`src/rtl/poc_pkg.sv`:
```
// Shared definitions for the PoC instruction front end: address width,
// boot vector, fetch state encoding and per-state strobe decode.
package poc_pkg;

  localparam int         ADDR_W_DEF    = 9;
  localparam logic [8:0] RESET_VEC_DEF = 9'd0;

  typedef enum logic [2:0] {
    FS_BOOT  = 3'd0,
    FS_IDLE  = 3'd1,
    FS_JUMP  = 3'd2,
    FS_LOAD  = 3'd3,
    FS_READ1 = 3'd4,
    FS_NEXT  = 3'd5,
    FS_READ2 = 3'd6,
    FS_VALID = 3'd7
  } fetch_state_e;

  typedef struct packed {
    logic pc_write;
    logic pc_inc;
    logic iar_write;
    logic iar_inc;
    logic idr_write;
    logic instr_valid;
  } fetch_strobe_t;

  // Moore decode: every strobe is a pure function of the current state.
  function automatic fetch_strobe_t decode_strobes(input fetch_state_e s);
    fetch_strobe_t st;
    st = '0;
    case (s)
      FS_BOOT:  st.pc_write    = 1'b1;
      FS_JUMP:  st.pc_write    = 1'b1;
      FS_LOAD:  begin
        st.iar_write = 1'b1;
        st.pc_inc    = 1'b1;
      end
      FS_READ1: st.idr_write   = 1'b1;
      FS_NEXT:  begin
        st.iar_inc = 1'b1;
        st.pc_inc  = 1'b1;
      end
      FS_READ2: st.idr_write   = 1'b1;
      FS_VALID: st.instr_valid = 1'b1;
      default:  ;
    endcase
    return st;
  endfunction

endpackage

```
`src/rtl/poc_fetch_perf.sv`:
```
// Fetch performance counters: completed instructions and 2-word
// instructions seen. Both are free-running 16-bit and wrap.
module poc_fetch_perf (
  input  logic        clk,
  input  logic        rst,
  input  logic        instr_done,
  input  logic        long_seen,
  output logic [15:0] instr_cnt,
  output logic [15:0] long_cnt
);

  // Count instructions handed to the control unit.
  always_ff @(posedge clk or posedge rst) begin
    if (rst)             instr_cnt <= '0;
    else if (instr_done) instr_cnt <= instr_cnt + 16'd1;
  end

  // Count 2-word instructions detected at the first read.
  always_ff @(posedge clk or posedge rst) begin
    if (rst)            long_cnt <= '0;
    else if (long_seen) long_cnt <= long_cnt + 16'd1;
  end

endmodule

```
`src/rtl/poc_fetch_ctrl.sv`:
```
// Fetch sequencer: moves one 1- or 2-word instruction from IRAM into IDR
// by strobing PC/IAR/IDR, and serves PC loads for jumps and the boot vector.
// Optional macro POC_FETCH_PERF_EN adds instr_cnt/long_cnt counter ports.
//
// state | meaning
// BOOT  | load PC with RESET_VEC
// IDLE  | wait for jump_en (priority) or fetch_req
// JUMP  | load PC with captured jump target
// LOAD  | IAR <- PC, PC++
// READ1 | IDR <- first word, sample long_instr
// NEXT  | IAR++, PC++ for second word
// READ2 | IDR <- second word
// VALID | instruction ready, wait for instr_ack
module poc_fetch_ctrl
  import poc_pkg::*;
#(
  parameter int                ADDR_W    = ADDR_W_DEF,
  parameter logic [ADDR_W-1:0] RESET_VEC = ADDR_W'(RESET_VEC_DEF)
) (
  input  logic              clk,
  input  logic              rst,
  input  logic              fetch_req,
  input  logic              instr_ack,
  input  logic              jump_en,
  input  logic [ADDR_W-1:0] jump_addr,
  input  logic              long_instr,
  output logic              pc_write,
  output logic              pc_inc,
  output logic [ADDR_W-1:0] pc_din,
  output logic              iar_write,
  output logic              iar_inc,
  output logic              idr_write,
  output logic              instr_valid,
  output logic              busy
`ifdef POC_FETCH_PERF_EN
  ,
  output logic [15:0]       instr_cnt,
  output logic [15:0]       long_cnt
`endif
);

  fetch_state_e      state_q, state_d;
  logic [ADDR_W-1:0] jaddr_q;
  fetch_strobe_t     strb;

  // State register; reset always restarts from the boot vector load.
  always_ff @(posedge clk or posedge rst) begin
    if (rst) state_q <= FS_BOOT;
    else     state_q <= state_d;
  end

  // Jump target is latched only when the jump is accepted in IDLE.
  always_ff @(posedge clk or posedge rst) begin
    if (rst)                                jaddr_q <= '0;
    else if (state_q == FS_IDLE && jump_en) jaddr_q <= jump_addr;
  end

  // Next-state logic.
  always_comb begin
    state_d = state_q;
    case (state_q)
      FS_BOOT:  state_d = FS_IDLE;
      FS_IDLE: begin
        if (jump_en)        state_d = FS_JUMP;
        else if (fetch_req) state_d = FS_LOAD;
      end
      FS_JUMP:  state_d = FS_IDLE;
      FS_LOAD:  state_d = FS_READ1;
      FS_READ1: state_d = long_instr ? FS_NEXT : FS_VALID;
      FS_NEXT:  state_d = FS_READ2;
      FS_READ2: state_d = FS_VALID;
      FS_VALID: if (instr_ack) state_d = FS_IDLE;
      default:  state_d = FS_BOOT;
    endcase
  end

  // Output decode; reset forces strobes low at once, even though the
  // register already sits in BOOT (which would otherwise drive pc_write).
  always_comb begin
    strb = decode_strobes(state_q);
    if (rst) strb = '0;
  end

  assign pc_write    = strb.pc_write;
  assign pc_inc      = strb.pc_inc;
  assign iar_write   = strb.iar_write;
  assign iar_inc     = strb.iar_inc;
  assign idr_write   = strb.idr_write;
  assign instr_valid = strb.instr_valid;
  assign busy        = (state_q != FS_IDLE);
  assign pc_din      = (state_q == FS_BOOT) ? RESET_VEC : jaddr_q;

`ifdef POC_FETCH_PERF_EN
  logic instr_done, long_seen;
  assign instr_done = (state_q == FS_VALID) && instr_ack;
  assign long_seen  = (state_q == FS_READ1) && long_instr;

  poc_fetch_perf u_perf (
    .clk        (clk),
    .rst        (rst),
    .instr_done (instr_done),
    .long_seen  (long_seen),
    .instr_cnt  (instr_cnt),
    .long_cnt   (long_cnt)
  );
`endif

endmodule
```
`config.mk`:
```
export PLATFORM = sky130hd
export DESIGN_NAME = poc_fetch_ctrl
export DESIGN_NICKNAME = d
export VERILOG_FILES = /design/src/rtl/poc_pkg.sv /design/src/rtl/poc_fetch_perf.sv /design/src/rtl/poc_fetch_ctrl.sv
export SDC_FILE = /design/constraint.sdc
export NUM_CORES = 1
export LEC_CHECK = 0
export CAP_MARGIN = 20
export CORE_MARGIN = 1.5
export CORE_UTILIZATION = 39
export CTS_CLUSTER_SIZE = 14
export DETAILED_ROUTE_END_ITERATION = 8
export GPL_ROUTABILITY_DRIVEN = 0
export PLACE_DENSITY = 0.77
export SYNTH_ARGS = -nofsm -noshare
export SYNTH_HDL_FRONTEND = slang
export SYNTH_HIERARCHICAL = 1
export SYNTH_SLANG_ARGS = --single-unit
```
`constraint.sdc`:
```
create_clock -name clk -period 1.5 [get_ports clk]
set_input_delay 0.3 -clock clk [delete_from_list [all_inputs] [get_ports clk]]
set_output_delay 0.3 -clock clk [all_outputs]
set_load 0.01 [all_outputs]
```
### After elaboration in Yosys (flattened, before gate mapping)

Cells that the tools add are included.

* eq/ne operators: 10
* multiplexer cells: 13
* reduce and logical (&&, ||, !) cells: 6

Operator list (count)
* 3-bit one-hot mux with 7 select lines: 1
* 3-bit equality test (second input constant): 4
* 3-bit 2-to-1 mux: 3
* 9-bit 2-to-1 mux: 1
* 3-bit by 2-bit equality test with 1-bit output (second input constant): 2
* 1-bit 2-to-1 mux: 6
* 6-bit 2-to-1 mux: 1
* 2-bit OR reduction: 3
* 3-bit by 1-bit equality test with 1-bit output (second input constant): 1
* 3-bit logical NOT: 1
* 3-bit by 1-bit inequality test with 1-bit output (second input constant): 1
* 3-bit inequality test (second input constant): 1
* 2-bit 2-to-1 mux: 1
* 2-bit inequality test (second input constant): 1
* 2-bit AND reduction: 1
* 1-bit logical AND: 1

* bits in registers: 12
* input port bits: 15
* output and inout bits: 16

### Logic depth before layout (Yosys ltp)

Gate-level depths: netlist (run 1).

* depth after elaboration: 4
* depth in mapped cells: 5
* gate-level depth less buffers: 3

### Least setup slack after synthesis (run 1)

OpenSTA, ideal clock, no wires.

* path type: input to output
* from: input port rst
* to: output port iar_inc
* data arrival time: 1063 ps
* data required time: 1200 ps
* slack: 137 ps
* stages: 3
* path buffers: 0
* cell sequence: inv_1 nand2_1 nor3b_1

* word-level cells in the longest chain between the ends: 1

RTL lines
* from (decl): RTL line poc_fetch_ctrl.sv:21 `input logic rst,`
* 6-bit 2-to-1 mux: RTL line poc_fetch_ctrl.sv:81 `if (rst) strb = '0;`
* to (decl): RTL line poc_fetch_ctrl.sv:31 `output logic iar_inc,`

Every way passes these cells.

### Worst setup path in the final report (run 1)

* from: register state_q[2]
* to: output port pc_din[8]

* word-level cells in the longest chain between the ends: 2

RTL lines
* from (decl): RTL line poc_fetch_ctrl.sv:42 `fetch_state_e state_q, state_d;`
* from (signal assigned): RTL line poc_fetch_ctrl.sv:49 `else state_q <= state_d;`
* 3-bit logical NOT: RTL line poc_fetch_ctrl.sv:91 `assign pc_din = (state_q == FS_BOOT) ? RESET_VEC : jaddr_q;`
* 9-bit 2-to-1 mux: RTL line poc_fetch_ctrl.sv:91
* to (decl): RTL line poc_fetch_ctrl.sv:29 `output logic [ADDR_W-1:0] pc_din,`

Every way passes these cells.

==> reports/results.tsv, run 1 <==
stage	metric	value	unit
finish	syn_to_final_growth	69.4	%
worst_setup_path	cp-end-kind	output port	
logic_synthesis	synth_xor_xnor_area_share	1.33	%
logic_synthesis	synth_cell_types	22	
global_route	antenna_found_initial	0	
worst_setup_path	cp_max_fo	6	
logic_synthesis	syn_avg_cell_area	11.2	µm²
power	max-vdd-ir-drop	0.00112	V
global_route	grtUsageTotal	18.1	%
cts	cts.reportedPaths.clkPinSlew	80	ps
status	violations	setup timing	
min_path	hold_class	input pin to asynchronous set/reset pin	
finish	final_common_cell	buf_2	
job	maxCapViolations	0	
sta	fin_worst_skew	4.81	ps
sta	relSlewSlack	87.6	%
worst_setup_path	r2r-end	jaddr_q[1]$_DFFE_PP0P_	
finish	mostFrequentLayoutCells	buf_2, clkdlybuf4s50_1, dfrtp_1	
drt	post_drt_wl_per_cell	13.5	µm
global_route	gr-total-overflow	0	
sta	finalCriticalPeriod	1580	ps
cts	root_buffer	clkbuf_4	
placed_design	io_buffers	30	
sta	fin_crit_sh	105	%
drt	vias_per_cell	5.00	
drt	ant_nets	0	
worst_setup_path	rrSetupSlack	-30	ps
cts	clock-sinks	12	
placed_design	dp_hpwl	1110	µm
worst_setup_path	critical_path_class	flip-flop to output port	
floorplanning	fp-row-count	14	
drt	drc_errors	0	
cts	cts_tree	done	
cts	cts_hold_buf	0	
worst_setup_path	r2r.worst_path.cells	5	
drt	wl	1650	µm
floorplanning	coreArea	1540	µm²
floorplanning	dieHeight	44.1	µm
sta	tightest_slew	185	ps
global_route	grt_pass1_wl	2610	µm
drt	dr_total_vias	610	
cts	clkLatencyLatePin	280	ps
worst_setup_path	start_kind	flip-flop	
floorplanning	die_area	1950	µm²
worst_setup_path	cp.arrival	1280	ps
logic_synthesis	muxShareOfSynthArea	20.5	%
placed_design	place_ws	-468	ps
drt	drt-initial-drc-count	5	
cts	cts_max_path_buffers	2	
finish	antenna_cells	0	
power	powerDensity	2080	nW/µm²
sta	drv_slew	0	
sta	hold_viol	0	
cts	cts-htree-levels	1	
logic_synthesis	synth_warnings	6	
global_route	grt_max_degree	11	
drt	dr.pass1.iters	4	
logic_synthesis	syn_nets	74	
logic_synthesis	synthSimpleGateAreaFrac	23.3	%
logic_synthesis	synth_area	659	µm²
floorplanning	die_x	44.1	µm
finish	finalNetCount	122	
status	run_status	complete, but fails checks	
sta	rsz0062_at_grt	true	
global_route	grt_pass1_vias	616	
worst_setup_path	r2r_start	state_q[2]$_DFFE_PP0P_	
finish	multi_input_area	367	µm²
power	power	2.33	mW
finish	drive_gt1_share	54.7	%
logic_synthesis	synthAdderAreaFrac	0	%
logic_synthesis	synth_top_family_by_area	simple AND/OR/NAND/NOR gates	
sta	fin_ws	-76.5	ps
finish	n_fill_cell	118	
worst_setup_path	cp.required	1200	ps
floorplanning	initial_core_util	42.8	%
logic_synthesis	synth_compound_area_share	4.55	%
sta	setup_viol	22	
cts	cts_made_buffers	3	
logic_synthesis	synthCells	59	
power	leakagePower	0.542	nW
sta	fmax	634	MHz
logic_synthesis	ys_seq_area_share	45.5	%
finish	seq_area	302	µm²
logic_synthesis	ys_ff_latch	12	
floorplanning	pin_count	31	
-- worst max-delay path: stages, from the launching register on --
cell	delay (ps)
dfrtp_1	410
buf_6	130
nor3_4	150
buf_6	150
nor2b_1	40
buf_2	130
-- cell families (layout without fill, tap and decap cells) --
family | after synthesis | after routing
compound gates | 5 | 5
mux | 9 | 9
xor+xnor | 1 | 1
flops | 12 | 12
buf+inv | 5 | 52
simple gates | 27 | 27
-- metrics by stage --
step                      instance area, µm²  util, %  hold slack [ps]  std cells  TNS (ps)
after floorplan                          659        -              178         59         0
after global placement                  1020     66.2              482        110     -5050
after detailed placement                1020     66.2              486        110     -5510
after CTS                               1080     70.3              181        120      -628
after global routing                    1120     72.5              184        122     -2600
final                                   1120     72.5              175        122     -1020
-- per-layer routing --
layer / global-route usage, % / vias up / part of all wire [%]
met1: 21.2 / 286 / 41
met5: 0 / - / 0
li1: - / 290 / -
met2: 33.2 / 34 / 51
met3: 4.49 / 0 / 8.6
met4: 3.64 / 0 / 0
-- what timing repair did --
| item | in CTS | in global routing |
|---|---|---|
| pin swaps | 3 | 2 |
| endpoints found under the setup margin | 16 | 15 |
| cloned | 0 | 0 |
| resized for setup | 79 | 4 |
| setup buffers | 6 | 2 |
-- cell usage after synthesis --
library cell,instances,area [µm²]
buf_4,1,7.51
nor2b_1,9,56.3
clkbuf_1,1,3.75
mux2_4,9,135
nor3_1,3,15.0
and3_1,1,6.26
o21ba_2,1,10.0
and3_4,1,11.3
dfrtp_1,12,300
o21ai_0,2,10.0
a21oi_1,2,10.0
nand2b_1,1,6.26
nand3_1,1,5.00
xor2_1,1,8.76
inv_1,1,3.75
nor2_2,1,6.26
nor3_2,1,10.0
buf_2,1,5.00
buf_6,1,11.3
nor2_1,3,11.3
nor3b_1,1,7.51
nand2_1,5,18.8
-- how the worst max path moves through the flow --
stage | start | end | slack, ps | cells after the start
6_report | state_q[2]$_DFFE_PP0P_ | pc_din[8] | -80 | 5
5_1_grt | state_q[2]$_DFFE_PP0P_ | pc_din[6] | -170 | 5
4_1_cts | state_q[1]$_DFFE_PP0P_ | pc_din[8] | -60 | 4
3_5_place_dp | rst | iar_inc | -470 | 5
3_3_place_gp | rst | iar_inc | -410 | 5
2_1_floorplan | rst | iar_inc | 140 | 3
-- flip-flops by register name (all words and copies together), names as in the netlist --
register,cells
jaddr_q,9
state_q,3
-- area by class of cell --
type                            count  area share [%]
Clock buffer                        4            3.25
Inverter                            1           0.336
Multi-Input combinational cell     42            32.8
Sequential cell                    12            27.0
Tap cell                           16            1.79
Timing Repair Buffer               47            34.8
-- report_power, final --
| part | internal, mW | switching, mW | total (mW) |
|---|---|---|---|
| logic | 0.846 | 0.621 | 1.47 |
| registers | 0.493 | 0.107 | 0.601 |
| clock network | 0.148 | 0.111 | 0.259 |
Note: power is estimated with default switching activity, not from simulation.
==> inputs of run 2 (changes only) <==
CORE_MARGIN = default   (was 1.5)
==> reports/results.tsv, run 2 (synthesis gave the netlist of run 1 again) <==
stage	metric	value	unit
status	run_status	complete, but fails checks	
status	violations	setup timing	
finish	finalNetCount	119	
power	switching_share	36.0	%
sta	setup_viol	20	
sta	fin_crit_sh	103	%
finish	stdcell_area	1090	µm²
power	seqPwrFrac	26.8	%
finish	top_regs	jaddr_q x9, state_q x3	
power	leakagePower	0.536	nW
cts	cts_made_buffers	3	
worst_setup_path	cp.arrival	1240	ps
finish	mostFrequentLayoutCells	buf_2, clkdlybuf4s50_1, dfrtp_1	
sta	drv_slew	0	
drt	drc_errors	0	
sta	hold_viol	0	
placed_design	io_buffers	30	
worst_setup_path	rrSetupSlack	-20	ps
sta	fin_worst_skew	1.82	ps
global_route	grt_pass1_wl	2190	µm
floorplanning	die_area	1860	µm²
worst_setup_path	max_stage_delay	400	ps
worst_setup_path	r2r.worst_path.cells	5	
placed_design	place_inst	110	
floorplanning	coreArea	1540	µm²
drt	dr.pass1.iters	3	
sta	rsz0062_at_grt	true	
power	power	2.22	mW
power	p_clk_share	11.3	%
finish	largest_register_ffs	9	
placed_design	dp_hpwl	1040	µm
cts	root_buffer	clkbuf_4	
global_route	gr-total-overflow	0	
finish	utilization	70.5	%
worst_setup_path	r2r-end	jaddr_q[3]$_DFFE_PP0P_	
worst_setup_path	cpMaxStageDelayCell	dfrtp_1	
sta	fin_ws	-42.7	ps
worst_setup_path	critical_path_class	flip-flop to output port	
floorplanning	initial_core_util	42.8	%
sta	tightest_slew	179	ps
job	maxCapViolations	0	
sta	hold_ws	193	ps
global_route	antenna_found_initial	0	
cts	clkLatencyLatePin	270	ps
floorplanning	dieHeight	43.1	µm
floorplanning	die_x	43.1	µm
drt	dr_total_vias	566	
worst_setup_path	crit_path_cell_trace	buf_6 -> xor2_1 -> and3_1 -> buf_2	
global_route	grt_max_degree	13	
finish	syn_to_final_growth	64.9	%
sta	finalCriticalPeriod	1540	ps
worst_setup_path	cp.required	1200	ps
drt	post_drt_wl_per_cell	12.8	µm
sta	relSlewSlack	87.9	%
power	powerDensity	2040	nW/µm²
worst_setup_path	start_kind	flip-flop	
cts	cts.reportedPaths.clkPinSlew	70	ps
power	max-vdd-ir-drop	0.00115	V
power	power.switching	0.799	mW
power	internal-power	1.42	mW
sta	fmax	648	MHz
worst_setup_path	cp_max_fo	9	
cts	cts_hold_buf	0	
power	power_frac_comb	61.9	%
finish	final_common_cell	buf_2	
worst_setup_path	r2r_start	state_q[2]$_DFFE_PP0P_	
finish	antenna_cells	0	
finish	top_register	jaddr_q	
cts	cts_tree	done	
drt	vias_per_cell	4.76	
global_route	grtUsageTotal	16.7	%
finish	drive_gt1_share	51.5	%
global_route	grt_pass1_vias	502	
cts	cts-htree-levels	1	
floorplanning	pin_count	31	
min_path	hold_class	input pin to asynchronous set/reset pin	
drt	drt-initial-drc-count	6	
floorplanning	fp-row-count	14	
worst_setup_path	cp-end-kind	output port	
cts	clock-sinks	12	
drt	wl	1530	µm
cts	cts_max_path_buffers	2	
placed_design	place_area	1020	µm²
finish	fin_cells	119	
drt	ant_nets	0	
==> run 2: timing repair <==
item / in CTS / in global routing
resized for setup: 67 / 15
endpoints found under the setup margin: 25 / 25
pin swaps: 2 / 3
setup buffers: 3 / 2
==> run 2: layer usage <==
layer / vias up / part of all wire (%) / GRT usage (%)
met5: - / 0 / 0
met4: 0 / 2.5 / 12.7
met3: 4 / 4.5 / 2.55
met2: 22 / 51 / 27.8
met1: 255 / 42 / 18.7
li1: 285 / - / -
==> run 2: power groups by stage <==
| stage | Clock (mW) | Combinational, mW | Sequential, mW |
|---|---|---|---|
| after CTS | 0.261 | 1.23 | 0.593 |
| after global routing | 0.269 | 1.48 | 0.616 |
| after detailed placement | 0 | 1.33 | 0.582 |
| after global placement | 0 | 1.31 | 0.571 |
| final | 0.251 | 1.37 | 0.594 |
| after floorplan | 0 | 0.767 | 0.554 |
==> run 2: layout make-up <==
class	count	area [µm²]
multi-input combinational	42	369
timing repair buffer	44	358
sequential	12	300
fill	115	454
clock buffer	4	36.3
tap	16	20.0
inverter	1	3.75
==> run 2: worst max path at each step <==
stage                   end  slack [ps]  depth (start not counted)              startpoint
floorplan           iar_inc         140                          3                     rst
detailed placement  iar_inc        -410                          5                     rst
CTS                  pc_inc         -70                          4  state_q[1]$_DFFE_PP0P_
global route         pc_inc        -100                          4  state_q[1]$_DFFE_PP0P_
global placement    iar_inc        -400                          5                     rst
finish               pc_inc         -40                          4  state_q[2]$_DFFE_PP0P_
==> run 2: critical path, delay by kind of cell, from the launching register on <==
family | cells | cell delay, ps
buffers and inverters | 2 | 280
XOR/XNOR | 1 | 150
flip-flops | 1 | 400
AND/OR/NAND/NOR | 1 | 130
==> run 2: stage by stage <==
| stage | TNS, ps | worst slack (ps) |
|---|---|---|
| final | -488 | -42.7 |
| after global routing | -1600 | -105 |
| after CTS | -961 | -66.7 |
| after detailed placement | -5130 | -409 |
| after global placement | -4510 | -398 |
| after floorplan | 0 | 137 |
==> inputs of run 3 (changes only) <==
SLEW_MARGIN = 20   (was default)
==> results of run 3 <==
The final DEF is identical to that of run 2; final timing and power are the same.
==> edit: new RTL, settings of run 2 <==
Encoding of `fetch_state_e`: now one-hot (8 bits for 8 states).
--- a/src/rtl/poc_pkg.sv
+++ b/src/rtl/poc_pkg.sv
@@ -6,13 +6,13 @@
   localparam logic [8:0] RESET_VEC_DEF = 9'd0;
 
-  typedef enum logic [2:0] {
-    FS_BOOT  = 3'd0,
-    FS_IDLE  = 3'd1,
-    FS_JUMP  = 3'd2,
-    FS_LOAD  = 3'd3,
-    FS_READ1 = 3'd4,
-    FS_NEXT  = 3'd5,
-    FS_READ2 = 3'd6,
-    FS_VALID = 3'd7
+  typedef enum logic [7:0] {
+    FS_BOOT  = 8'b00000001,
+    FS_IDLE  = 8'b00000010,
+    FS_JUMP  = 8'b00000100,
+    FS_LOAD  = 8'b00001000,
+    FS_READ1 = 8'b00010000,
+    FS_NEXT  = 8'b00100000,
+    FS_READ2 = 8'b01000000,
+    FS_VALID = 8'b10000000
   } fetch_state_e;
 
Function: no difference found for any inputs over 10 cycles, from zero or initial values and one cycle with rst high; not proved beyond that.
==> edit against run 2 <==
  * The run still ends with negative setup slack left
  * Synthesized area grew 32%
  * Routed wire length grew 75%
  * Critical path type unchanged
  * Register-to-register slack lost 160 ps
  * Highest routed layer unchanged
  * Largest cell class unchanged
  * Sequential cell count grew 5
  * Synthesized cell count grew 41%
  * Setup slack lost 300 ps
  * Critical path depth grew 1
  * Power grew 35%
  * Cell area grew 49%
  * Largest power group unchanged
==> edit: results (changes against run 2) <==
metric,value,unit,change
Iter 0 DRT Violations,7,,+1
gr ovfl total,0,,unchanged
synth cell count leaders,"16 x dfrtp_1, 9 x and2_1, 9 x mux2_2, 8 x nor2_1, 6 x nor3_1",,
CP Max Fanout,4,,-5
Finish-stage setup viols,26,,+30%
violated checks,negative setup slack,,
largest net degree at the start of global routing,18,,+5
antenna fix cells,0,,unchanged
Lkg Pwr,0.764,nW,+43%
gr usage total,0.227,,+0.0607
Worst EP arrival,1540,ps,+300 ps
H-tree Lvls,1,,unchanged
vias in the first global route,832,,+66%
Vias,879,,+55%
CTS Root Buffer Type,clkbuf_4,,
Hold Path Class,register to register,,
HPWL after DPL,1.58,mm,+53%
peak supply drop,1.53,mV,+33%
synthesis warning total,6,,unchanged
Clock Path Buffers,2,,unchanged
Slew Limit Headroom,0.769,,-0.110
"Net Count, Synth",98,,+32%
biggest regs,"jaddr_q x9, state_q x8",,
main area contributors after synthesis,"dfrtp_1 46%, mux2_2 12%, and2_1 6.4%",,
worst clock skew,4.75,ps,+2.94 ps
HP Start,jaddr_q[8],,
fraction of layout cells with a size suffix above 1,0.615,,+0.101
sequential-to-total area share from yosys stat,0.489,,+0.0331
Rows,16,,+2
Post-Layout Cell Count,170,,+43%
Num CTS Buffers,3,,unchanged
PortBufs,30,,unchanged
clk_lat worst skew,280,ps,
CP max stage delay,410,ps,
routed wire length per instance,15.7,um,+23%
CP startpoint,state_q[6],,
detailed-route DRC error count,0,,unchanged
Yosys cell types,26,,+18%
nets,159,,+34%
outcome,"finished, violations left",,
initial antenna violation count,0,,unchanged
first-pass GRT wire length,4.15,mm,+90%
syn avg cell area,10.5,um2,-5.9%
Worst-path clk slew,100,ps,+30 ps
"Async S/R FF share, synth",1.00,,unchanged
drt first pass iters,4,,+1
r2r startpoint,state_q[7],,
worst setup margin,-338,ps,-295 ps
CP max stage cell,dfrtp_1,,
Place WS,-448,ps,-38.7 ps
## edit: cell types whose count changed after synthesis, sizes merged, moves of 3 or more
cell / change
and2: +9
nor2b: -9
dfrtp: +4
nand2b: +4
nor2: +4
buf: -3
nor3: +3
## edit: path summary, 6_finish.rpt
kind	slack, ps	depth (start not counted)	to
hold / removal	520	1	jaddr_q[8]
setup reg to reg	-180	6	state_q[1]
setup / recovery	-340	5	pc_din[7]
min in group asynchronous	660	3	state_q[4]
hold reg to reg	520	1	jaddr_q[8]
max in group asynchronous	590	3	state_q[0]
## edit: logic make-up after synthesis
family / after synthesis / share of synthesized area
AO/OA/AOI/OAI: 8 / 0.0645
XOR/XNOR: 2 / 0.0201
buffers and inverters: 3 / 0.0129
flip-flops: 17 / 0.489
multiplexers: 9 / 0.116
AND/OR/NAND/NOR: 44 / 0.298
## edit: what timing repair did
item,in CTS,in global routing
setup endpoints to repair,27,29
gates cloned,2,0
resized for setup,95,28
pin swaps,18,11
buffers inserted,4,6
## edit: final cells by class
type,count,area (um2)
fillers,131,425
repair buffers,56,499
inverters,2,7.51
flip-flops and latches,17,428
multi-input cells,64,622
well taps,27,33.8
clock buffers,4,26.3
## edit: power breakdown
| group | internal (mW) | total, mW | leakage [nW] | switching [mW] |
|---|---|---|---|---|
| clock network | 0.103 | 0.242 | 0.0150 | 0.139 |
| logic | 1.21 | 1.99 | 0.537 | 0.775 |
| registers | 0.633 | 0.757 | 0.212 | 0.124 |
| total | 1.95 | 2.98 | 0.764 | 1.04 |
## edit: per-layer routing
metal | track usage | vias to the layer above | routed length (um)
met5 | 0 | - | 0
met2 | 0.404 | 17 | 1460
met3 | 0.00935 | 2 | 45
met1 | 0.293 | 442 | 1140
met4 | 0.0735 | 0 | 25
li1 | - | 418 | -
## edit: critical path, delay by kind of cell, from the launching register on
kind                   cells  cell delay, ps
buffers and inverters      2             300
DFF                        1             410
and+or+nand+nor            3             550
## edit: stage by stage
stage / cell area [um2] / setup TNS [ps]
global placement: 1340 / -6590
CTS: 1460 / -4150
global route: 1620 / -7660
floorplan: 878 / 0
detailed placement: 1340 / -7010
finish: 1620 / -5890
